File: config.mk
export PLATFORM = sky130hd
export DESIGN_NAME = lsu_ctrl
export DESIGN_NICKNAME = d
export VERILOG_FILES = /design/src/rtl/lsu_ctrl.sv
export SDC_FILE = /design/constraint.sdc
export NUM_CORES = 1
export LEC_CHECK = 0
export CAP_MARGIN = 10
export CORE_MARGIN = 2
export CORE_UTILIZATION = 40
export DETAILED_ROUTE_END_ITERATION = 12
export PLACE_DENSITY = 0.77
export SYNTH_ARGS = -nofsm -noshare
export SYNTH_HDL_FRONTEND = slang
export SYNTH_SLANG_ARGS = --single-unit
export TNS_END_PERCENT = 5
File: constraint.sdc
create_clock -name clk -period 5.26 [get_ports clk]
set_clock_uncertainty 0.1 [all_clocks]
set_input_delay 1.052 -clock clk [delete_from_list [all_inputs] [get_ports clk]]
set_output_delay 1.052 -clock clk [all_outputs]
set_load 0.05 [all_outputs]
File: src/rtl/lsu_ctrl.sv
// Load/store unit controller between the MEM stage and a 32-bit data memory.
// Takes one request at a time, checks it for faults, drives one access cycle
// to the memory, then holds a registered response until it is consumed.
// Optional feature macro: LSU_MISALIGN_TRAP_EN. When it is defined, misaligned
// half/word requests return err=01. When it is undefined, the low address bits
// are forced to zero and the access proceeds.
module lsu_ctrl #(
    parameter int DMEM_WORDS = 256,
    parameter int CNT_W      = 32
) (
    input  logic             clk,
    input  logic             rst,
    input  logic             req_valid,
    output logic             req_ready,
    input  logic             req_we,
    input  logic [2:0]       req_funct3,
    input  logic [31:0]      req_addr,
    input  logic [31:0]      req_wdata,
    output logic             resp_valid,
    input  logic             resp_ready,
    output logic [31:0]      resp_rdata,
    output logic [1:0]       resp_err,
    output logic [31:0]      dmem_addr,
    output logic [31:0]      dmem_wr_data,
    output logic             dmem_mem_wr,
    output logic             dmem_mem_rd,
    output logic [2:0]       dmem_mask,
    input  logic [31:0]      dmem_rd_data,
    output logic [CNT_W-1:0] load_cnt,
    output logic [CNT_W-1:0] store_cnt
);

    localparam logic [31:0] DMEM_WORDS_L = 32'(DMEM_WORDS);
    localparam logic [1:0]  ERR_OK       = 2'b00;
    localparam logic [1:0]  ERR_MISALIGN = 2'b01;
    localparam logic [1:0]  ERR_RANGE    = 2'b10;
    localparam logic [1:0]  ERR_FUNCT3   = 2'b11;

    typedef enum logic [1:0] {
        IDLE,
        ACCESS,
        RESP
    } state_t;

    state_t state;
    state_t state_next;

    logic        we_q;
    logic        illegal;
    logic        out_of_range;
    logic [1:0]  req_err;
    logic [31:0] eff_addr;
    logic [31:0] lane_data;

    // Classify the incoming request, in priority order illegal > misaligned > range.
`ifdef LSU_MISALIGN_TRAP_EN
    logic misaligned;

    always_comb begin
        illegal      = req_we ? (req_funct3 > 3'b010)
                              : ((req_funct3 == 3'b011) || (req_funct3[2:1] == 2'b11));
        misaligned   = ((req_funct3[1:0] == 2'b01) && req_addr[0]) ||
                       ((req_funct3[1:0] == 2'b10) && (req_addr[1:0] != 2'b00));
        out_of_range = {2'b00, req_addr[31:2]} >= DMEM_WORDS_L;
        eff_addr     = req_addr;
        if (illegal) begin
            req_err = ERR_FUNCT3;
        end else if (misaligned) begin
            req_err = ERR_MISALIGN;
        end else if (out_of_range) begin
            req_err = ERR_RANGE;
        end else begin
            req_err = ERR_OK;
        end
    end
`else
    always_comb begin
        illegal      = req_we ? (req_funct3 > 3'b010)
                              : ((req_funct3 == 3'b011) || (req_funct3[2:1] == 2'b11));
        out_of_range = {2'b00, req_addr[31:2]} >= DMEM_WORDS_L;
        eff_addr     = req_addr;
        if (req_funct3[1:0] == 2'b01) begin
            eff_addr[0] = 1'b0;
        end else if (req_funct3[1:0] == 2'b10) begin
            eff_addr[1:0] = 2'b00;
        end
        if (illegal) begin
            req_err = ERR_FUNCT3;
        end else if (out_of_range) begin
            req_err = ERR_RANGE;
        end else begin
            req_err = ERR_OK;
        end
    end
`endif

    // Replicate store data so the memory finds it on whichever lane it writes.
    always_comb begin
        case (req_funct3[1:0])
            2'b00:   lane_data = {4{req_wdata[7:0]}};
            2'b01:   lane_data = {2{req_wdata[15:0]}};
            default: lane_data = req_wdata;
        endcase
    end

    // FSM state register.
    always_ff @(posedge clk or posedge rst) begin
        if (rst) begin
            state <= IDLE;
        end else begin
            state <= state_next;
        end
    end

    // Next-state logic and handshake/strobe outputs.
    always_comb begin
        state_next  = state;
        req_ready   = 1'b0;
        resp_valid  = 1'b0;
        dmem_mem_rd = 1'b0;
        dmem_mem_wr = 1'b0;
        case (state)
            IDLE: begin
                req_ready = 1'b1;
                if (req_valid) begin
                    state_next = (req_err != ERR_OK) ? RESP : ACCESS;
                end
            end
            ACCESS: begin
                dmem_mem_rd = !we_q;
                dmem_mem_wr = we_q;
                state_next  = RESP;
            end
            RESP: begin
                resp_valid = 1'b1;
                if (resp_ready) begin
                    state_next = IDLE;
                end
            end
            default: state_next = IDLE;
        endcase
    end

    // Latch the request on acceptance and capture load data at the end of ACCESS.
    always_ff @(posedge clk or posedge rst) begin
        if (rst) begin
            we_q         <= 1'b0;
            dmem_addr    <= '0;
            dmem_wr_data <= '0;
            dmem_mask    <= '0;
            resp_err     <= ERR_OK;
            resp_rdata   <= '0;
        end else if ((state == IDLE) && req_valid) begin
            we_q         <= req_we;
            dmem_addr    <= eff_addr;
            dmem_wr_data <= lane_data;
            dmem_mask    <= req_funct3;
            resp_err     <= req_err;
            resp_rdata   <= '0;
        end else if (state == ACCESS) begin
            resp_rdata   <= we_q ? 32'h0 : dmem_rd_data;
        end
    end

    // Count completed fault-free loads and stores when the response is consumed.
    always_ff @(posedge clk or posedge rst) begin
        if (rst) begin
            load_cnt  <= '0;
            store_cnt <= '0;
        end else if ((state == RESP) && resp_ready && (resp_err == ERR_OK)) begin
            if (we_q) begin
                store_cnt <= store_cnt + {{(CNT_W-1){1'b0}}, 1'b1};
            end else begin
                load_cnt  <= load_cnt + {{(CNT_W-1){1'b0}}, 1'b1};
            end
        end
    end

endmodule

==> impl_metrics.tcl <==
set metrics [dict create \
    status "completed" \
    finalMaxSlewViolations 0 \
    syn_to_final_growth_pct 50.7 \
    cts_root_buffer "clkbuf_16" \
    path_depth 4 \
    io_pins 273 \
    cp-start-kind "flip-flop" \
    via_count 5745 \
    synth_top_flop_cell "dfrtp_1" \
    die_w_um 137 \
    combPwrFrac 0.280 \
    core_area_um2 17300 \
    critPathBufInv 2 \
    crit_type "reg -> out" \
    power_density_nw_per_um2 371 \
    grt_max_degree 90 \
    syn_inst 662 \
    worstHoldPathType "reg -> reg" \
    crit_fanout 33 \
    finalSetupViolations 0 \
    worstMarginPinSlew_ns 0.974 \
    whs_endpoint "dmem_addr[28]" \
    final_common_cell "clkdlybuf4s50_1" \
    whs_ns 0.371 \
    cts_buffers 17 \
    post-route-min-period_ns 3.57 \
    reg2reg_depth 5 \
    start_util 0.409 \
    ys_seq_elements 168 \
    drive_gt1_frac 0.0594 \
    power_leakage_nw 4.79 \
    slowest_delay_ns 0.87 \
    r2r_setup_slack_ns 3.03 \
    synth_edf_count 0 \
    clock_latency_ns 0.42 \
    max_slew_margin 0.348 \
    ant_nets 0 \
    yosysSeqAreaShare 0.594 \
    most-common-layout-cells "clkdlybuf4s50_1, nand2_1, dfrtp_1, xnor2_1, a22o_1" \
    hold_start "dmem_addr[28]" \
    switchingPower_mw 1.35 \
    overflow 0 \
    async_reset_ff_frac 1.00 \
    intPower_mw 2.61 \
    htree_levels 4 \
    synth_area_per_cell_um2 10.7 \
    clk_pin_slew_ns 0.06 \
    first_pass_iters 5 \
    peakVddDrop_uv 224 \
    finalCritPeriodShare 0.678 \
    cts_hold_buf 0 \
    rows 48 \
    grt_pass1_vias 5742 \
    drtIter0Drc 227 \
    worstPathRequired_ns 4.11 \
    power_frac_seq 0.384 \
    numPortBuffers 272 \
    rsz0062_at_grt "no" \
    grt_pass1_wl_um 30400 \
    hold_viol_final 0 \
    ys_types 42 \
    regToRegEndpoint "store_cnt[23]" \
    die_h_um 137 \
    cp_slowest_cell "clkdlybuf4s50_1" \
    crit_path_end_kind "output port" \
    drc 0 \
    syn_area_um2 7080 \
    viasPerCell 4.92 \
    crit_start "state[0]" \
    syn-num-nets 768 \
    cts_setup_buffers 0 \
    cts_tree "yes" \
    n_antenna_cell 0 \
    synth_warnings 0 \
    cts_buffer_depth 2 \
    num-nets-final 1037 \
    tns_ns 0 \
    max_freq_ghz 0.280 \
    maxCapViolCount 0 \
    wl_per_cell_um 16.5 \
    dpl.hpwl_um 13900 \
    p_sw_frac 0.341 \
    cp_top_family "buffers and inverters" \
    fin_util 0.617 \
    grt_usage 0.209 \
    place.gp.congestion 0.790 \
    path_cells "or2b_1 -> nor2_2 -> buf_4 -> clkdlybuf4s50_1" \
    holdPathStages 2 \
    wl_um 19200 \
    die-area_um2 18800 \
    arrival_ns 2.42 \
    p_clk_frac 0.335 \
    clock-sinks 168 \
    r2r_start "state[0]" \
    antenna_found_initial 0 \
    ctsResizeCount 0 \
]
[flip-flops by register name, summed over array words and instances (netlist names)]
name	flops
store_cnt	32
dmem_addr	32
load_cnt	32
resp_err	2
dmem_mask	3
resp_rdata	32
we_q	1
dmem_wr_data	32
state	2
[cell type report]
cell class	count	area, um2
tap	225	282
inverter	8	33.8
multi-input combinational	457	2750
sequential	168	4200
fill	1445	6620
timing repair buffer	279	2790
clock buffer	20	447
clock inverter	11	173
[routing by layer]
metal | GRT usage | share of wire | up-vias
met5 | 0 | 0 | -
met4 | 0.0762 | 0.023 | 0
met3 | 0.0733 | 0.078 | 27
met2 | 0.331 | 0.48 | 187
met1 | 0.263 | 0.42 | 2746
li1 | - | - | 2785
[cells in the mapped netlist, types with 2 or more instances]
cell      number  area share
nor4_1         4      0.0035
dfrtp_1      168        0.59
and2_1         6      0.0053
clkbuf_1      24       0.013
nor3_1         5      0.0035
a22o_1        32       0.040
nand3_1       15       0.011
nor2_2         2      0.0018
ha_1           2      0.0035
buf_1          3      0.0016
mux2_2         3      0.0048
buf_2          2      0.0014
and4_1         7      0.0087
nand3_4        2      0.0049
nand2b_1       3      0.0027
o21ai_0       31       0.022
nor2_1        32       0.017
xnor2_1       47       0.058
nand2_1      172       0.091
nand4_1       18       0.016
a21oi_1       10      0.0071
xor2_1        14       0.017
mux2i_1       24       0.034
and3_1         9      0.0079
or4_1          3      0.0032
inv_1          8      0.0042
[power by group through the flow]
stage	clock [mW]	sequential [mW]	combinational, mW
after detailed placement	0	1.54	1.11
after global placement	0	1.54	1.11
after CTS	1.36	1.52	1.12
after floorplan	0	2.01	0.193
final	1.33	1.52	1.11
after global routing	1.40	1.54	1.17
[worst reg2reg max path: stages (launching register included)]
cell	delay, ns
dfrtp_1	0.43
nand4bb_1	0.25
or4_4	0.56
nor4_4	0.46
nand4_1	0.17
xnor2_1	0.15
[metrics by stage]
step / setup slack, ns / total power, mW / area (um2) / std cells
floorplan: 1.97 / 2.20 / 7090 / 662
global placement: 2.00 / 2.64 / 10100 / 1137
detailed placement: 1.94 / 2.66 / 10100 / 1137
CTS: 1.67 / 4.00 / 10700 / 1168
global route: 1.58 / 4.11 / 10700 / 1168
finish: 1.69 / 3.95 / 10700 / 1168
[how the worst max path moves through the flow]
stage / to / slack, ns
global route: dmem_mem_rd / 1.58
floorplan: dmem_addr[0] / 1.97
global placement: dmem_wr_data[15] / 2.00
detailed placement: dmem_wr_data[15] / 1.94
CTS: dmem_mem_rd / 1.67
finish: dmem_mem_rd / 1.69
[logic make-up after synthesis]
family / Yosys count / share of synthesized area
compound gates: 75 / 0.0707
flops: 168 / 0.594
buf+inv: 37 / 0.0200
simple gates: 291 / 0.196
fa+ha+maj: 2 / 0.00353
mux: 27 / 0.0387
xor+xnor: 62 / 0.0777
No activity file was read; power rests on OpenSTA's default activity.
